### src/rtl/envgen_pkg.sv
// Shared definitions for the ADSR envelope generator.
// Holds the envelope state encoding and the rate-arithmetic guard width.
package envgen_pkg;

  // Envelope state register width.
  localparam int unsigned STATE_W = 3;

  // Extra bits carried on level +/- rate sums so that saturation can be
  // detected before the result is truncated back to the level width.
  localparam int unsigned RATE_GUARD_BITS = 1;

  typedef enum logic [STATE_W-1:0] {
    ST_IDLE,
    ST_ATTACK,
    ST_DECAY,
    ST_SUSTAIN,
    ST_RELEASE
  } env_state_e;

endpackage

### src/rtl/env_scale.sv
// Registered amplitude scaler: sample = (waveform * level) >> WAVE_DEPTH.
// Ports:
//   clk, rst_n : clock and asynchronous active-low reset
//   waveform   : unsigned oscillator sample
//   level      : unsigned envelope level
//   sample     : scaled result, one clock after waveform/level
module env_scale #(
  parameter int unsigned WAVE_DEPTH = 8
) (
  input  logic                  clk,
  input  logic                  rst_n,
  input  logic [WAVE_DEPTH-1:0] waveform,
  input  logic [WAVE_DEPTH-1:0] level,
  output logic [WAVE_DEPTH-1:0] sample
);

  localparam int unsigned PROD_W = 2 * WAVE_DEPTH;

  // Full-width unsigned product; keep only the upper half.
  always_ff @(posedge clk or negedge rst_n) begin
    if (!rst_n) begin
      sample <= '0;
    end else begin
      sample <= WAVE_DEPTH'((PROD_W'(waveform) * PROD_W'(level)) >> WAVE_DEPTH);
    end
  end

endmodule

### src/rtl/envelope_gen.sv
// ADSR envelope generator with registered waveform scaling.
// Ports:
//   Clock     : clock, rising edge
//   Reset     : asynchronous active-low reset
//   Tick      : envelope step strobe
//   Gate      : note on/off
//   Attack, Decay, Release : per-Tick level step sizes
//   Sustain   : sustain level
//   Waveform  : unsigned oscillator sample
//   Level     : current envelope level (registered)
//   Sample    : Waveform scaled by Level (registered, 1 clock latency)
//   Active    : high whenever the envelope is not idle (registered)
// Build option: define ENVGEN_RETRIGGER_EN to restart the level from 0 on a
// Gate rise; otherwise attack continues from the current level (legato).
module envelope_gen
  import envgen_pkg::*;
#(
  parameter int unsigned WAVE_DEPTH = 8
) (
  input  logic                  Clock,
  input  logic                  Reset,
  input  logic                  Tick,
  input  logic                  Gate,
  input  logic [WAVE_DEPTH-1:0] Attack,
  input  logic [WAVE_DEPTH-1:0] Decay,
  input  logic [WAVE_DEPTH-1:0] Release,
  input  logic [WAVE_DEPTH-1:0] Sustain,
  input  logic [WAVE_DEPTH-1:0] Waveform,
  output logic [WAVE_DEPTH-1:0] Level,
  output logic [WAVE_DEPTH-1:0] Sample,
  output logic                  Active
);

  localparam int unsigned SUM_W = WAVE_DEPTH + RATE_GUARD_BITS;
  localparam logic [WAVE_DEPTH-1:0] MAX_LEVEL = '1;

  env_state_e            state, state_n;
  logic [WAVE_DEPTH-1:0] level, level_n;
  logic                  gate_q;
  logic                  active;
  logic                  rise, fall;
  logic [SUM_W-1:0]      attack_sum;
  logic [SUM_W-1:0]      decay_floor;

  // State, level, gate history and activity flag.
  always_ff @(posedge Clock or negedge Reset) begin
    if (!Reset) begin
      state  <= ST_IDLE;
      level  <= '0;
      gate_q <= 1'b0;
      active <= 1'b0;
    end else begin
      state  <= state_n;
      level  <= level_n;
      gate_q <= Gate;
      active <= (state_n != ST_IDLE);
    end
  end

  // Next-state and next-level; Gate edges override any Tick step.
  always_comb begin
    state_n     = state;
    level_n     = level;
    rise        = Gate & ~gate_q;
    fall        = ~Gate & gate_q;
    attack_sum  = SUM_W'(level) + SUM_W'(Attack);
    decay_floor = SUM_W'(Sustain) + SUM_W'(Decay);

    if (rise) begin
      state_n = ST_ATTACK;
`ifdef ENVGEN_RETRIGGER_EN
      level_n = '0;
`else
      level_n = level;
`endif
    end else if (fall) begin
      if (state == ST_ATTACK || state == ST_DECAY || state == ST_SUSTAIN) begin
        state_n = ST_RELEASE;
      end
    end else if (Tick) begin
      unique case (state)
        ST_ATTACK: begin
          // A zero rate holds; the guard bit keeps the sum from wrapping.
          if (Attack != '0) begin
            if (attack_sum >= SUM_W'(MAX_LEVEL)) begin
              state_n = ST_DECAY;
              level_n = MAX_LEVEL;
            end else begin
              level_n = attack_sum[WAVE_DEPTH-1:0];
            end
          end
        end
        ST_DECAY: begin
          if (Decay != '0) begin
            if (SUM_W'(level) <= decay_floor) begin
              state_n = ST_SUSTAIN;
              level_n = Sustain;
            end else begin
              level_n = level - Decay;
            end
          end
        end
        ST_SUSTAIN: begin
          level_n = Sustain;
        end
        ST_RELEASE: begin
          // Release=0 only finishes an envelope that is already at zero.
          if (Release == '0) begin
            if (level == '0) begin
              state_n = ST_IDLE;
            end
          end else if (level <= Release) begin
            state_n = ST_IDLE;
            level_n = '0;
          end else begin
            level_n = level - Release;
          end
        end
        default: begin
          state_n = state;
          level_n = level;
        end
      endcase
    end
  end

  env_scale #(
    .WAVE_DEPTH(WAVE_DEPTH)
  ) u_scale (
    .clk     (Clock),
    .rst_n   (Reset),
    .waveform(Waveform),
    .level   (level),
    .sample  (Sample)
  );

  assign Level  = level;
  assign Active = active;

endmodule

### config.mk
export PLATFORM = sky130hd
export DESIGN_NAME = envelope_gen
export DESIGN_NICKNAME = d
export VERILOG_FILES = /design/src/rtl/envgen_pkg.sv /design/src/rtl/env_scale.sv /design/src/rtl/envelope_gen.sv
export SDC_FILE = /design/constraint.sdc
export NUM_CORES = 1
export LEC_CHECK = 0
export BUFFER_PORTS_ARGS = -buffer_cell sky130_fd_sc_hd__buf_2
export CAP_MARGIN = 25
export CORE_ASPECT_RATIO = 2
export CORE_MARGIN = 2
export CORE_UTILIZATION = 65
export DETAILED_ROUTE_END_ITERATION = 10
export MAX_ROUTING_LAYER = met4
export PLACE_DENSITY = 0.92
export SKIP_CTS_REPAIR_TIMING = 1
export SLEW_MARGIN = 20
export SYNTH_ARGS = -nofsm -noshare
export SYNTH_HDL_FRONTEND = slang
export SYNTH_SLANG_ARGS = --single-unit
### constraint.sdc
create_clock -name Clock -period 9.6 [get_ports Clock]
set_input_delay 1.92 -clock Clock [delete_from_list [all_inputs] [get_ports Clock]]
set_output_delay 1.92 -clock Clock [all_outputs]
set_load 0.005 [all_outputs]
==> impl_metrics.csv, run 1 <==
group,metric,value,unit
outcome,outcome,"complete, no violations",
timing,grt_setup_unrepaired,"no",
placement,dp_hpwl,9.16,mm
routing,detail_route.first_pass.iterations,5,
global_route,grt_overflow,0,
setup_path,cpMostUsedCell,"fa_1",
flow_run,cap_violations,0,
setup_path,crit_fanout,7,
synth,ys_ff_latch,21,
routing,drtAntennaViolNets,0,
synth,synth_nets,688,
timing,setup_viol,0,
synth,synth_common_cells,"ha_1 (74), inv_1 (72), nand2_1 (45)",
floorplanning,io_pins,61,
cts,clk_pin_slew,0.07,ns
finish,num-fill-cells,551,
timing,fin_crit_sh,0.625,
setup_path,crit_slowest_cell,"fa_1",
timing,slew_violations,0,
synth,yosysWarnings,0,
finish,synthToLayoutAreaGrowth,10.5,%
cts,cts_buffer_depth,2,
floorplanning,core,6830,um2
synth,synth_area,4510,um2
placement,placed_cells,674,
cts,cts.sinks,21,
timing,tightest_slew,0.788,ns
setup_path,crit_buf_inv,2,
setup_path,crit_family,"adder cells",
timing,tns,0,ns
cts,tritoncts,"built",
synth,async_reset_ff_frac,1.00,
synth,synth_top_area_cell,"ha_1",
finish,n_antenna_cell,0,
setup_path,cp_cell_sequence,"buf_2 -> nand2_1 -> fa_1 -> fa_1 -> inv_1 -> fa_1 -> fa_1 -> ha_1 -> a2111o_1 -> a41oi_1 -> o31ai_1 -> a41o_1 -> o41ai_1 -> xnor2_1",
routing,wl,11.6,mm
timing,slew_headroom,0.470,
finish,final_net_count,746,
timing,min_period,6.00,ns
synth,synth_edf_count,0,
synth,syn_area_per_cell,8.50,um2
cts,numCtsBuffers,3,
synth,synth_top_area_share,0.205,
cts,clock-root-buffer,"clkbuf_16",
finish,drive_above_1_share,0.138,
floorplanning,fp.dieW,62.9,um
global_route,antenna_found_initial,0,
setup_path,cp-end-kind,"register",
synth,yosys.cell_count.top_type,"ha_1",
placement,io_buffer_count,60,
finish,layoutNonFillerInstCount,678,
routing,drt_iter0_markers,229,
floorplanning,die-area,7670,um2
setup_path,cp.required,9.78,ns
routing,vias,4279,
routing,drc,0,
synth,synthTopCellsByArea,"ha_1 (21%), fa_1 (17%), dfrtp_1 (12%)",
setup_path,crit_arrival,6.18,ns
setup_path,cpPeakStageDelay,0.54,ns
global_route,grt_pass1_vias,4415,
cts,htreeDepth,1,
routing,detail_route.wl_per_cell,17.1,um
routing,via_per_inst,6.31,
floorplanning,start_util,0.661,
floorplanning,die_h,122,um
timing,skew,0.00871,ns
global_route,grt_pass1_wl,19.6,mm
timing,hold_viol,0,
setup_path,critPathLaunchType,"primary input",
placement,gp_congestion,0.908,
global_route,grt.total_usage,0.326,
synth,synthDistinctLibCells,63,
cts,clock_latency,0.26,ns
synth,synth_seq_area_share,0.116,
floorplanning,rows,43,
hold_path,hold_class,"register to register",
placement,placed_cell_area,4900,um2
synth,syn-instance-count,531,
timing,max_freq,0.167,GHz
synth,synthFlopType,"dfrtp_1",
global_route,grt_max_degree,22,
setup_path,crit_type,"primary input to register",
finish,fin_area,4990,um2
## through the flow
step                      utilization  hold WS (ns)  worst slack [ns]
after global placement          0.717         0.661              3.53
after floorplan                     -         0.608              3.83
after CTS                       0.730         0.679              3.64
after global routing            0.730         0.735              3.47
final                           0.730         0.685              3.60
after detailed placement        0.718         0.664              3.38
## state kept, by name, indices dropped and copies added (netlist names)
signal / flops
Level: 8
Active: 1
gate_q: 1
u_scale.sample: 8
state: 3
## final timing paths
path / startpoint / end / slack (ns) / depth (start not counted)
setup / recovery: Waveform[0] / u_scale.sample[7] / 3.60 / 14
hold / removal: state[1] / state[1] / 0.69 / 2
setup reg to reg: Level[4] / u_scale.sample[7] / 4.60 / 13
hold reg to reg: state[1] / state[1] / 0.69 / 2
max in group asynchronous: Reset / u_scale.sample[7] / 7.63 / 1
min in group asynchronous: Reset / gate_q / 1.63 / 1
## worst register-to-register path: stages, from the launching register on
cell	delay (ns)
dfrtp_1	0.77
nand2_1	0.18
fa_1	0.54
fa_1	0.49
inv_1	0.06
fa_1	0.52
fa_1	0.52
ha_1	0.24
a2111o_1	0.39
a41oi_1	0.25
o31ai_1	0.16
a41o_1	0.31
o41ai_1	0.31
xnor2_1	0.16
## logic make-up (layout without fill, tap and decap cells)
logic type               count (synthesis)  after routing  share of synthesized area
flip-flops                              21             21                      0.116
multiplexers                             4              4                    0.00970
buffers and inverters                   80            137                     0.0665
adder cells (fa/ha/maj)                113            113                      0.378
AO/OA/AOI/OAI                          120            120                      0.191
AND/OR/NAND/NOR                        170            170                      0.194
XOR/XNOR                                23             23                     0.0446
## final cells by class
cell class | count | area, um2 | area share
clock buffer | 3 | 75.1 | 0.0151
timing repair buffer | 61 | 308 | 0.0617
clock inverter | 1 | 7.51 | 0.00151
inverter | 72 | 270 | 0.0542
multi-input combinational | 430 | 3690 | 0.740
sequential | 21 | 526 | 0.105
tap | 90 | 113 | 0.0226
## placed cells by master (no fill, tap or decap), types with 21 or more instances in the layout
cell / n
inv_1: 72
and2_1: 37
a21oi_1: 26
nor2_1: 29
fa_1: 39
dfrtp_1: 21
ha_1: 74
buf_2: 60
nand2_1: 45
## layer usage
metal,routed length [um],vias up,track usage
li1,-,1988,-
met1,4290,2019,0.376
met2,5890,209,0.558
met3,786,63,0.0286
met4,609,0,0.169
met5,0,-,-
Power of run 1 is left out: the tool's default activity adds up to more than one toggle a clock period on the data nets, which glitch-free logic cannot reach.
==> inputs of run 2 (changes only) <==
CORE_UTILIZATION = 54   (was 65)
PLACE_DENSITY = 0.82   (was 0.92)
clock period = 4.92 ns   (was 9.6 ns; I/O delays follow)
==> impl_metrics.csv, run 2 (synthesis gave the netlist of run 1 again) <==
group,metric,value,unit
floorplanning,die-area,9150,um2
floorplanning,rows,47,
global_route,grt_use_met3,0.0431,
timing,min_period,4.77,ns
cts,clock-root-buffer,"clkbuf_16",
placement,io_buffer_count,60,
cts,clk_pin_slew,0.06,ns
cts,clock_latency,0.26,ns
global_route,grt.total_usage,0.313,
placement,gp_congestion,0.985,
timing,slew_violations,0,
placement,dp_hpwl,10.9,mm
global_route,grt_busiest_layer,"met2",
timing,tns,0,ns
setup_path,critPathLaunchType,"primary input",
routing,drc,0,
global_route,grt_util_met1,0.286,
outcome,outcome,"complete, no violations",
cts,cts_buffer_depth,2,
timing,setup_viol,0,
routing,drt_iter0_markers,197,
routing,detail_route.wl_per_cell,18.7,um
finish,multiInputGateArea,3710,um2
routing,vias,4387,
global_route,grt_max_degree,22,
setup_path,crit_fanout,4,
routing,wl,13.2,mm
timing,grt_setup_unrepaired,"no",
hold_path,hold_class,"primary input to asynchronous set/reset pin",
timing,tightest_slew,0.670,ns
routing,detail_route.first_pass.iterations,4,
cts,htreeDepth,1,
floorplanning,core,8170,um2
finish,final_common_cell,"ha_1",
cts,numCtsBuffers,3,
setup_path,worstReg2RegEnd,"u_scale.sample[6]",
timing,skew,0.00566,ns
finish,layout_common_cells,"ha_1 (74), inv_1 (72), buf_2 (60), nand2_1 (45), fa_1 (38)",
finish,synthToLayoutAreaGrowth,14.7,%
global_route,antenna_found_initial,0,
finish,n_antenna_cell,0,
cts,cts.sinks,21,
global_route,grt_overflow,0,
setup_path,cp-end-kind,"register",
floorplanning,die_h,133,um
timing,slew_headroom,0.549,
floorplanning,fp.dieW,68.7,um
timing,hold_viol,0,
timing,fin_crit_sh,0.968,
setup_path,r2r_start,"Level[4]",
setup_path,crit_type,"primary input to register",
flow_run,cap_violations,0,
setup_path,reg2reg_slack,0.41,ns
routing,drtAntennaViolNets,0,
floorplanning,start_util,0.552,
finish,utilization,0.633,
finish,seqCellArea,526,um2
setup_path,crit_arrival,4.94,ns
setup_path,reg2regPathDepth,18,
setup_path,cp.required,5.10,ns
timing,max_freq,0.210,GHz
global_route,grt_pass1_vias,4696,
global_route,use_met2,0.558,
finish,final_net_count,767,
global_route,grt_pass1_wl,21.1,mm
finish,num-fill-cells,720,
cts,tritoncts,"built",
finish,drive_above_1_share,0.174,
floorplanning,io_pins,61,
routing,via_per_inst,6.21,
[run 2: layout make-up]
cell class | instances | area share
inverter | 72 | 0.0522
sequential | 21 | 0.101
timing repair buffer | 82 | 0.0899
clock buffer | 3 | 0.0145
tap | 98 | 0.0237
clock inverter | 1 | 0.00145
multi-input combinational | 430 | 0.717
[run 2: worst max-delay path, stage by stage]
cell and delay (ns):
buf_2 0.12, and2_1 0.18, fa_2 0.42, fa_1 0.55, inv_1 0.05, fa_1 0.46
fa_1 0.55, inv_1 0.05, ha_1 0.20, a2111o_1 0.35, a41oi_2 0.23, o31ai_2 0.14
a41o_1 0.23, o21a_1 0.19, nor2_1 0.11, xnor2_1 0.12
[run 2: per-stage QoR]
| stage | hold slack [ns] | setup slack [ns] | cell area (um2) | std cells |
|---|---|---|---|---|
| 6_report | 0.681 | 0.155 | 5180 | 707 |
| 5_1_grt | 0.716 | 0.00559 | 5180 | 707 |
| 4_1_cts | 0.692 | -0.0997 | 5150 | 706 |
| 3_5_place_dp | 0.673 | -0.362 | 5060 | 702 |
| 3_3_place_gp | 0.666 | -0.220 | 5060 | 702 |
| 2_1_floorplan | 0.608 | 0.0906 | 4510 | 531 |
[run 2: worst max path at each step]
stage,start,to,depth (start not counted)
3_5_place_dp,Waveform[1],u_scale.sample[7],15
6_report,Waveform[1],u_scale.sample[6],16
2_1_floorplan,Waveform[1],u_scale.sample[7],14
3_3_place_gp,Waveform[1],u_scale.sample[7],15
4_1_cts,Waveform[1],u_scale.sample[7],15
5_1_grt,Waveform[2],u_scale.sample[6],15
[run 2: routing by layer]
metal  wire length [um]  vias up  share of wire
li1                   -     2017              -
met1               4410     2115           0.33
met2               7210      170           0.55
met3                625       85          0.047
met4                975        0          0.074
met5                  0        -              0
Power of run 2 is left out for the same reason.
==> inputs of run 3 (changes only) <==
CORE_UTILIZATION = 65   (was 54)
PLACE_DENSITY = 0.92   (was 0.82)
clock period = 6.1 ns   (was 4.92 ns; I/O delays follow)
==> impl_metrics.csv, run 3 (synthesis gave the netlist of run 1 again) <==
group,metric,value,unit
cts,clock-root-buffer,"clkbuf_16",
setup_path,r2r_start,"Level[6]",
floorplanning,die-area,7670,um2
global_route,grt_pass1_vias,4309,
cts,htreeDepth,1,
timing,tns,0,ns
routing,drtAntennaViolNets,0,
finish,final_net_count,746,
timing,hold_viol,0,
finish,layout_common_cells,"ha_1 (74), inv_1 (72), buf_2 (60), nand2_1 (45), fa_1 (39)",
finish,n_antenna_cell,0,
setup_path,crit_type,"primary input to register",
timing,slew_violations,0,
finish,final_common_cell,"ha_1",
setup_path,reg2reg_slack,1.20,ns
timing,fin_crit_sh,0.850,
global_route,grt.total_usage,0.320,
placement,io_buffer_count,60,
floorplanning,die_h,122,um
timing,grt_setup_unrepaired,"no",
setup_path,startpoint,"Waveform[1]",
setup_path,crit_arrival,5.36,ns
cts,clock_latency,0.26,ns
setup_path,crit_fanout,7,
floorplanning,rows,43,
finish,synthToLayoutAreaGrowth,10.5,%
global_route,grt_max_degree,22,
finish,drive_above_1_share,0.138,
floorplanning,io_pins,61,
hold_path,hp-start,"state[1]",
routing,drc,0,
setup_path,cp.required,6.28,ns
timing,max_freq,0.193,GHz
floorplanning,core,6830,um2
flow_run,cap_violations,0,
hold_path,hold_class,"register to register",
routing,via_per_inst,6.15,
global_route,antenna_found_initial,0,
placement,dp_hpwl,8.77,mm
setup_path,cp-end-kind,"register",
timing,setup_viol,0,
timing,slew_headroom,0.530,
cts,numCtsBuffers,3,
timing,skew,0.00127,ns
placement,gp_congestion,0.912,
routing,vias,4172,
floorplanning,start_util,0.661,
setup_path,critPathLaunchType,"primary input",
global_route,grt_overflow,0,
routing,drt_iter0_markers,270,
routing,detail_route.wl_per_cell,16.4,um
finish,num-fill-cells,554,
cts,clk_pin_slew,0.06,ns
routing,wl,11.1,mm
cts,cts.sinks,21,
routing,detail_route.first_pass.iterations,5,
timing,tightest_slew,0.705,ns
global_route,grt_pass1_wl,19.2,mm
cts,tritoncts,"built",
floorplanning,fp.dieW,62.9,um
outcome,outcome,"complete, no violations",
cts,cts_buffer_depth,2,
timing,min_period,5.19,ns
-- run 3: worst max-delay path: stages --
cell	delay (ns)
buf_2	0.13
and2_1	0.17
fa_1	0.45
fa_1	0.55
inv_1	0.05
fa_1	0.46
fa_1	0.55
inv_1	0.05
ha_1	0.21
a2111o_1	0.34
a41oi_1	0.22
o31ai_1	0.16
a41o_1	0.31
o41ai_1	0.33
xnor2_1	0.17
-- run 3: final timing paths --
check | to | cells past startpoint
hold reg to reg | state[1] | 2
hold / removal | state[1] | 2
setup / recovery | u_scale.sample[7] | 15
setup reg to reg | u_scale.sample[7] | 13
max in group asynchronous | Level[4] | 1
min in group asynchronous | u_scale.sample[6] | 1
-- run 3: stage by stage --
| step | area (um2) | hold WS [ns] | instances | setup WS (ns) | utilization |
|---|---|---|---|---|---|
| final | 4990 | 0.691 | 678 | 0.915 | 0.730 |
| after CTS | 4990 | 0.685 | 678 | 0.901 | 0.730 |
| after floorplan | 4510 | 0.608 | 531 | 1.03 | - |
| after global placement | 4900 | 0.661 | 674 | 0.725 | 0.718 |
| after global routing | 4990 | 0.725 | 678 | 0.633 | 0.730 |
| after detailed placement | 4900 | 0.675 | 674 | 0.653 | 0.718 |
-- run 3: layer usage --
metal / GRT usage / share of wire
met1: 0.380 / 0.39
met2: 0.573 / 0.52
met3: 0.0286 / 0.063
met4: 0.0903 / 0.023
met5: - / 0
-- run 3: layout make-up --
cell class                 count  area, um2  share of cell area
clock buffer                   3       75.1              0.0151
clock inverter                 1       7.51             0.00151
inverter                      72        270              0.0542
multi-input combinational    430       3690               0.740
sequential                    21        526               0.105
tap                           90        113              0.0226
timing repair buffer          61        308              0.0617
Power of run 3 is left out for the same reason.
